## src/rtl/tone_meter_pkg.sv

```systemverilog
// Shared definitions for the buzzer tone path: game tone table, widths and the
// frequency-to-tone classifier used by the game top and the tone meter.
package tone_meter_pkg;

    localparam int FREQ_W     = 10;
    localparam int TONE_IDX_W = 2;
    localparam int NUM_TONES  = 4;

    localparam logic [FREQ_W-1:0] FREQ_MAX = 10'd1023;
    localparam logic [FREQ_W-1:0] GAME_TONES [NUM_TONES] = '{10'd196, 10'd262, 10'd330, 10'd784};

    typedef enum logic {
        ST_IDLE    = 1'b0,
        ST_MEASURE = 1'b1
    } meter_state_t;

    typedef struct packed {
        logic                  hit;
        logic [TONE_IDX_W-1:0] idx;
    } tone_match_t;

    // Scan from the top index down so the lowest matching index is the one kept.
    function automatic tone_match_t classify_tone(input logic [FREQ_W-1:0] freq, input int tol);
        tone_match_t          m;
        logic signed [FREQ_W+1:0] diff;
        m = '0;
        for (int i = NUM_TONES - 1; i >= 0; i--) begin
            diff = $signed({2'b00, freq}) - $signed({2'b00, GAME_TONES[i]});
            if (diff < 0) diff = -diff;
            if (int'(diff) <= tol) begin
                m.hit = 1'b1;
                m.idx = TONE_IDX_W'(i);
            end
        end
        return m;
    endfunction

endpackage

```

## src/rtl/tone_meter_if.sv

```systemverilog
// Sound-line tap and measurement results of the tone meter.
interface tone_meter_if;
    import tone_meter_pkg::*;

    logic [15:0]           ticks_per_milli;
    logic                  sound_in;
    logic [FREQ_W-1:0]     freq_out;
    logic                  freq_valid;
    logic                  present;
    logic                  tone_hit;
    logic [TONE_IDX_W-1:0] tone_idx;

    modport master (
        output ticks_per_milli, sound_in,
        input  freq_out, freq_valid, present, tone_hit, tone_idx
    );

    modport slave (
        input  ticks_per_milli, sound_in,
        output freq_out, freq_valid, present, tone_hit, tone_idx
    );

endinterface

```

## src/rtl/tone_meter_udiv32_seq.sv

```systemverilog
// Restoring 32/32 unsigned divider, one quotient bit per cycle, start-to-done 32 cycles.
// The first bit is resolved in the load cycle; a zero divisor yields an all-ones quotient.
module udiv32_seq (
    input  logic        clk,
    input  logic        rst,
    input  logic        start,
    input  logic        abort,
    input  logic [31:0] dividend,
    input  logic [31:0] divisor,
    output logic        busy,
    output logic        done,
    output logic [31:0] quotient
);

    logic [31:0] rem_q, quo_q, den_q;
    logic [31:0] rem_in, quo_in, den_in;
    logic [31:0] rem_nxt, quo_nxt;
    logic [4:0]  cnt_q;
    logic        load;

    function automatic logic [63:0] div_step(input logic [31:0] rem, input logic [31:0] quo,
                                             input logic [31:0] den);
        logic [32:0] shifted;
        logic [32:0] trial;
        shifted = {rem, quo[31]};
        trial   = shifted - {1'b0, den};
        if (den == '0 || !trial[32])
            return {trial[31:0], quo[30:0], 1'b1};
        else
            return {shifted[31:0], quo[30:0], 1'b0};
    endfunction

    assign load = start && !busy && !abort;

    always_comb begin
        rem_in = load ? 32'd0    : rem_q;
        quo_in = load ? dividend : quo_q;
        den_in = load ? divisor  : den_q;
        {rem_nxt, quo_nxt} = div_step(rem_in, quo_in, den_in);
    end

    always_ff @(posedge clk) begin
        if (load || busy) begin
            rem_q <= rem_nxt;
            quo_q <= quo_nxt;
        end
        if (load) den_q <= divisor;
    end

    always_ff @(posedge clk) begin
        if (rst) begin
            busy  <= 1'b0;
            done  <= 1'b0;
            cnt_q <= '0;
        end else begin
            done <= 1'b0;
            if (abort) begin
                busy <= 1'b0;
            end else if (load) begin
                busy  <= 1'b1;
                cnt_q <= 5'd1;
            end else if (busy) begin
                cnt_q <= cnt_q + 5'd1;
                if (cnt_q == 5'd31) begin
                    busy <= 1'b0;
                    done <= 1'b1;
                end
            end
        end
    end

    assign quotient = quo_q;

endmodule

```

## src/rtl/tone_meter.sv

```systemverilog
// Square-wave frequency meter: averages AVG_PERIODS input periods, divides the
// window length into the clock rate, and classifies the result against the game tones.
module tone_meter
    import tone_meter_pkg::*;
#(
    parameter int AVG_PERIODS = 4,
    parameter int TIMEOUT_MS  = 50,
    parameter int TOL_HZ      = 8
) (
    input  logic          clk,
    input  logic          rst,
    tone_meter_if.slave   bus
);

    localparam int EDGE_W = 5;

    meter_state_t state, state_nxt;

    logic        sync_p0, sync_p1, prev_p2, rise_p2;
    logic [15:0] tick_cnt, ms_cnt;
    logic        timeout;
    logic [31:0] win_cnt;
    logic [EDGE_W-1:0] edge_cnt;
    logic        win_clr, close, edge_inc, launch;
    logic [31:0] divisor, dividend;
    logic        vld_p3;
    logic [31:0] div_num_p3, div_den_p3;
    logic        div_busy, div_done;
    logic [31:0] div_quo;
    logic [FREQ_W-1:0]     freq_q, freq_sat;
    logic                  valid_q, present_q, hit_q;
    logic [TONE_IDX_W-1:0] idx_q;
    tone_match_t           match;

    function automatic logic [31:0] sat_inc32(input logic [31:0] v);
        return (v == '1) ? v : v + 32'd1;
    endfunction

    function automatic logic [FREQ_W-1:0] sat_freq(input logic [31:0] q);
        return (q > 32'(FREQ_MAX)) ? FREQ_MAX : q[FREQ_W-1:0];
    endfunction

    // Stage p0/p1: synchronizer; stage p2: registered rising-edge detect
    always_ff @(posedge clk) begin
        if (rst) begin
            sync_p0 <= 1'b0;
            sync_p1 <= 1'b0;
            prev_p2 <= 1'b0;
            rise_p2 <= 1'b0;
        end else begin
            sync_p0 <= bus.sound_in;
            sync_p1 <= sync_p0;
            prev_p2 <= sync_p1;
            rise_p2 <= sync_p1 && !prev_p2;
        end
    end

    always_ff @(posedge clk) begin
        if (rst || rise_p2) begin
            tick_cnt <= '0;
            ms_cnt   <= '0;
        end else if (tick_cnt == bus.ticks_per_milli - 16'd1) begin
            tick_cnt <= '0;
            if (ms_cnt != 16'(TIMEOUT_MS)) ms_cnt <= ms_cnt + 16'd1;
        end else begin
            tick_cnt <= tick_cnt + 16'd1;
        end
    end

    assign timeout = (ms_cnt == 16'(TIMEOUT_MS)) && !rise_p2;

    always_ff @(posedge clk) begin
        if (rst) state <= ST_IDLE;
        else     state <= state_nxt;
    end

    always_comb begin
        state_nxt = state;
        win_clr   = 1'b0;
        close     = 1'b0;
        edge_inc  = 1'b0;
        case (state)
            ST_IDLE: begin
                if (rise_p2) begin
                    win_clr   = 1'b1;
                    state_nxt = ST_MEASURE;
                end
            end
            ST_MEASURE: begin
                if (rise_p2) begin
                    if (edge_cnt == EDGE_W'(AVG_PERIODS - 1)) close    = 1'b1;
                    else                                      edge_inc = 1'b1;
                end
            end
            default: state_nxt = ST_IDLE;
        endcase
        if (timeout) state_nxt = ST_IDLE;
    end

    always_ff @(posedge clk) begin
        if (rst) begin
            win_cnt  <= '0;
            edge_cnt <= '0;
        end else if (win_clr || close) begin
            win_cnt  <= '0;
            edge_cnt <= '0;
        end else if (state == ST_MEASURE) begin
            win_cnt <= sat_inc32(win_cnt);
            if (edge_inc) edge_cnt <= edge_cnt + EDGE_W'(1);
        end
    end

    // The closing cycle is part of the window; the half-divisor bias rounds to nearest.
    assign divisor  = sat_inc32(win_cnt);
    assign dividend = 32'(bus.ticks_per_milli) * 32'(AVG_PERIODS * 1000) + (divisor >> 1);
    assign launch   = close && !div_busy && !vld_p3;

    // Stage p3: divider operands and start strobe
    always_ff @(posedge clk) begin
        if (rst) vld_p3 <= 1'b0;
        else     vld_p3 <= launch;
    end

    always_ff @(posedge clk) begin
        if (launch) begin
            div_num_p3 <= dividend;
            div_den_p3 <= divisor;
        end
    end

    udiv32_seq u_div (
        .clk      (clk),
        .rst      (rst),
        .start    (vld_p3),
        .abort    (timeout),
        .dividend (div_num_p3),
        .divisor  (div_den_p3),
        .busy     (div_busy),
        .done     (div_done),
        .quotient (div_quo)
    );

    assign freq_sat = sat_freq(div_quo);
    assign match    = classify_tone(freq_sat, TOL_HZ);

    // Result stage: captured the cycle after done
    always_ff @(posedge clk) begin
        if (rst) begin
            freq_q    <= '0;
            valid_q   <= 1'b0;
            present_q <= 1'b0;
            hit_q     <= 1'b0;
            idx_q     <= '0;
        end else begin
            valid_q <= 1'b0;
            if (timeout) begin
                freq_q    <= '0;
                present_q <= 1'b0;
                hit_q     <= 1'b0;
                idx_q     <= '0;
            end else if (div_done) begin
                freq_q    <= freq_sat;
                valid_q   <= 1'b1;
                present_q <= 1'b1;
                hit_q     <= match.hit;
                idx_q     <= match.idx;
            end
        end
    end

    assign bus.freq_out   = freq_q;
    assign bus.freq_valid = valid_q;
    assign bus.present    = present_q;
    assign bus.tone_hit   = hit_q;
    assign bus.tone_idx   = idx_q;

endmodule

```

## src/flat_wrapper.sv

```systemverilog
// flat-port wrapper written by rule: the top's interface ports become plain ports
module tone_meter_flat import tone_meter_pkg::*;
#(
    parameter int AVG_PERIODS = 4,
    parameter int TIMEOUT_MS  = 50,
    parameter int TOL_HZ      = 8
)
  (clk, rst, bus_ticks_per_milli, bus_sound_in, bus_freq_out, bus_freq_valid, bus_present, bus_tone_hit, bus_tone_idx);
  tone_meter_if bus_i ();
  input  logic clk;
  input  logic rst;
  input wire logic [$bits(bus_i.ticks_per_milli)-1:0] bus_ticks_per_milli;
  input wire logic [$bits(bus_i.sound_in)-1:0] bus_sound_in;
  output wire logic [$bits(bus_i.freq_out)-1:0] bus_freq_out;
  output wire logic [$bits(bus_i.freq_valid)-1:0] bus_freq_valid;
  output wire logic [$bits(bus_i.present)-1:0] bus_present;
  output wire logic [$bits(bus_i.tone_hit)-1:0] bus_tone_hit;
  output wire logic [$bits(bus_i.tone_idx)-1:0] bus_tone_idx;
  assign bus_i.ticks_per_milli = bus_ticks_per_milli;
  assign bus_i.sound_in = bus_sound_in;
  assign bus_freq_out = bus_i.freq_out;
  assign bus_freq_valid = bus_i.freq_valid;
  assign bus_present = bus_i.present;
  assign bus_tone_hit = bus_i.tone_hit;
  assign bus_tone_idx = bus_i.tone_idx;
  tone_meter #(.AVG_PERIODS(AVG_PERIODS), .TIMEOUT_MS(TIMEOUT_MS), .TOL_HZ(TOL_HZ)) u_core (.clk(clk), .rst(rst), .bus(bus_i));
endmodule
```

## config.mk

```make
export PLATFORM = sky130hd
export DESIGN_NAME = tone_meter_flat
export DESIGN_NICKNAME = d
export VERILOG_FILES = /design/src/rtl/tone_meter_pkg.sv /design/src/rtl/tone_meter_if.sv /design/src/rtl/tone_meter_udiv32_seq.sv /design/src/rtl/tone_meter.sv /design/src/flat_wrapper.sv
export SDC_FILE = /design/constraint.sdc
export NUM_CORES = 1
export LEC_CHECK = 0
export ABC_AREA = 1
export BUFFER_PORTS_ARGS = -buffer_cell sky130_fd_sc_hd__buf_2
export CAP_MARGIN = 20
export CORE_ASPECT_RATIO = 1.2
export CORE_MARGIN = 4
export CORE_UTILIZATION = 58
export CTS_CLUSTER_SIZE = 12
export DETAILED_ROUTE_END_ITERATION = 6
export HOLD_SLACK_MARGIN = 0.15
export PLACE_DENSITY = 0.83
export SLEW_MARGIN = 5
export SYNTH_ARGS = -nofsm -noshare
export SYNTH_HDL_FRONTEND = slang
export SYNTH_SLANG_ARGS = --single-unit
```

## constraint.sdc

```tcl
create_clock -name clk -period 8.4 [get_ports clk]
set_clock_uncertainty 0.1 [all_clocks]
set_input_delay 2.52 -clock clk [delete_from_list [all_inputs] [get_ports clk]]
set_output_delay 2.52 -clock clk [all_outputs]
set_load 0.02 [all_outputs]
```

==> run summary <==
portion of netlist area occupied by mux cells - 0.000537
Initial Util - 0.591
TritonCTS clock tree - yes
# IOs - 34
Hold Path Class - reg2reg
Cell Area, Placed - 0.0193 sq mm
post-synth top area share - 0.198
Setup crit start kind - input pin
Total GRT Usage - 0.253
Synth Area in Compound Gates - 0.101
fraction of registers with async set/reset - 0
worst vdd ir - 0.000206 V
Worst Tran Pin Value - 0.944 ns
Syn. warnings - 0
#FFs+latches synth - 252
Slew Viols, Final - 0
CP delay by family, top - adder cells
fin crit period - 7.93 ns
largest net degree at the start of global routing - 104
clock sinks - 252
Reg2Reg Depth - 24
CP Class - in2reg
number of global-route vias before repair - 15800
Pleak - 0.00953 uW
max incr delay on CP - 0.59 ns
status - finished clean
Crit path buffers/inverters - 3
fin util - 0.641
RSZ-0062 raised after global routing - no
Post-synth EDFFs - 123
Layout Nets - 2692
Mapped Cells - 2434
Synth Net Count - 2646
XOR/XNOR share of the synthesized area - 0.0714
number of diodes - 0
Antenna Violating Nets Remaining - 0
Critical Path Fanout Max - 5
Max-Cap Viols - 0
Hold Fails Final Rpt - 0
WP data required - 8.59 ns
R2R Path End - u_core.u_div.rem_q[27]
Max Freq - 126 MHz
cell mode on critical path - nand2_1
clock buffer depth - 3
Residual DRC - 0
highest-count cells in the layout ignoring fill and taps - nand2_1, inv_1, nor2_1
RePlAce Congestion - 0.972
htree depth - 1
Tcrit/Tclk final - 0.944
Top FF cell, synth - dfxtp_1
total power divided by cell area - 227 mW/mm^2
Area Overhead vs Synth - 8.49%
hold path endpoint - u_core.rise_p2
Avg WL per Cell - 15.2 um
largest family of logic cells by synthesized area - simple AND/OR/NAND/NOR gates
reg2reg setup slack - 2.14 ns
post-CTS setup buffer count - 0
CTS Buf Count - 28
largest area contributor in the netlist - edfxtp_1
crit path capture type - flip-flop
root buf cell - clkbuf_16
DRT Pass-1 Iters - 5
design area - 0.0202 sq mm
Mapped Area - 0.0186 sq mm
WP data arrival - 8.12 ns
simple-gate area share of the yosys netlist - 0.244
PortBufs - 33
DIE AREA - 0.0351 sq mm
R2R Path Start - u_core.ms_cnt[0]
Worst-Skew Late Latency - 0.55 ns
most common cell after layout, fill and taps aside - nand2_1
total grt overflow - 0
Tot Pwr - 4590 uW
clock-pin slew on the worst setup and hold paths - 0.06 ns
Final Setup Violations - 0
Total Wirelength - 44300 um
Hold Startpoint - u_core.prev_p2
Max-slew headroom - 0.371
DP HPWL - 33600 um
Hold Path Cell Cnt - 1
initial antenna violation count - 0
chip width - 172 um
largest cells by area after synthesis - edfxtp_1, dfxtp_1, nand2_1
sequential area share after synthesis - 0.337
Rows - 71
Post-Synth Adder-Cell Area - 0.152
Yosys cell types - 58
post-synthesis area per instance - 7.66 sq um
global-route wire length before repair - 74400 um
cell at the slowest stage of the critical path - fa_1
die height - 204 um
Core ar. - 0.0315 sq mm
layout cells sized above 1 - 0.0600
vias per cell - 5.50
initial detailed-routing violation count - 1086
vias - 16000
[worst register-to-register path: stages, from the launching register on]
cell	delay, ns
dfxtp_1	0.45
inv_1	0.12
ha_1	0.24
nand3_1	0.15
nor4_4	0.06
nand3_2	0.12
nand2_4	0.32
inv_2	0.17
buf_4	0.75
o21ai_0	0.37
fa_1	0.53
nand3b_1	0.21
nand2_1	0.13
a21oi_1	0.11
o21ai_1	0.27
a21boi_0	0.22
o21ai_1	0.33
nand3_1	0.12
nand2_1	0.09
xnor2_1	0.06
inv_1	0.25
buf_4	0.39
nand2_8	0.22
nand2_1	0.15
nand2_1	0.07
[area by class of cell]
cell class                      instances  area, sq um
Timing Repair Buffer                   63          390
Clock inverter                         11          124
Tap cell                              401          502
Sequential cell                       252         6280
Clock buffer                           41          769
Multi-Input combinational cell       1730        10600
Fill cell                            2581        11300
Inverter                              405         1520
[cells by family (layout without fill, tap and decap cells)]
logic type	Yosys count	after routing
xor gates and xnor gates	152	152
AOI/OAI and AO/OA	347	347
and+or+nand+nor	1037	1037
adders and majority gates	193	193
buffers and inverters	452	520
muxes	1	1
DFF	252	252
[stage by stage]
step / setup slack (ns) / hold WS (ns) / std cells / setup TNS, ns
global placement: 0.0120 / 0.276 / 2851 / 0
global route: 0.00103 / 0.308 / 2903 / 0
CTS: 0.294 / 0.295 / 2903 / 0
finish: 0.467 / 0.294 / 2903 / 0
floorplan: 0.189 / 0.273 / 2434 / 0
detailed placement: -0.263 / 0.286 / 2851 / -0.654
[registers in the layout, summed over array words and instances (netlist names), 5 cells and up]
| name | count |
|---|---|
| u_core.div_num_p3 | 27 |
| u_core.u_div.rem_q | 32 |
| u_core.u_div.den_q | 32 |
| u_core.ms_cnt | 16 |
| u_core.win_cnt | 32 |
| u_core.bus.freq_out | 10 |
| u_core.edge_cnt | 5 |
| u_core.u_div.quotient | 32 |
| u_core.u_div.cnt_q | 5 |
| u_core.tick_cnt | 16 |
| u_core.div_den_p3 | 32 |
[metal layers]
| layer | wire length (um) | share of wire | GRT usage | vias up |
|---|---|---|---|---|
| met5 | 0 | 0 | 0 | - |
| met4 | 1890 | 0.043 | 0.101 | 0 |
| met3 | 2370 | 0.053 | 0.0294 | 127 |
| met2 | 22000 | 0.50 | 0.453 | 502 |
| met1 | 18000 | 0.41 | 0.309 | 7398 |
| li1 | - | - | - | 7953 |
[cell usage after synthesis, types with 2 or more instances]
cell type	count
nand2_1	533
inv_1	395
nor2_1	201
a21oi_1	161
ha_1	137
nand3_1	131
dfxtp_1	129
edfxtp_1	123
xor2_1	112
o21ai_0	111
fa_1	56
nor3_1	50
xnor2_1	40
nand4_1	35
clkbuf_1	28
or2_1	17
nor4_1	16
o21ai_1	15
o21a_1	13
a31oi_1	12
o21bai_1	10
inv_2	9
or2_0	9
buf_2	8
nor2_4	8
nand3b_1	7
nor2_2	7
a21boi_0	5
buf_1	5
buf_6	5
or2_2	5
a21o_1	4
nor3b_1	4
and3_1	3
o211ai_1	3
a21oi_2	2
nand2_2	2
nor4_4	2
o2111ai_1	2
[worst max path at each step]
| stage | from | to | slack (ns) | cells after the start |
|---|---|---|---|---|
| floorplan | bus_ticks_per_milli[5] | u_core.div_num_p3[29] | 0.19 | 28 |
| global placement | bus_ticks_per_milli[4] | u_core.div_num_p3[29] | 0.01 | 28 |
| detailed placement | bus_ticks_per_milli[4] | u_core.div_num_p3[29] | -0.26 | 28 |
| CTS | bus_ticks_per_milli[4] | u_core.div_num_p3[29] | 0.29 | 28 |
| global route | bus_ticks_per_milli[2] | u_core.div_num_p3[29] | 0.001 | 28 |
| finish | bus_ticks_per_milli[4] | u_core.div_num_p3[29] | 0.47 | 28 |
[report_power, final]
part,switching [uW],leakage [uW],total (uW),internal [uW]
sequential,10.0,0.00218,1390,1380
combinational,1210,0.00691,2010,803
clock,498,0.000440,1200,698
total,1720,0.00953,4590,2880
[repair_timing]
item / CTS / global route
setup endpoints to repair: 0 / 5
hold endpoints to repair: 0 / 0
resized for setup: 0 / 7
hold buffers: 0 / 0
Note: power is estimated with default switching activity, not from simulation.
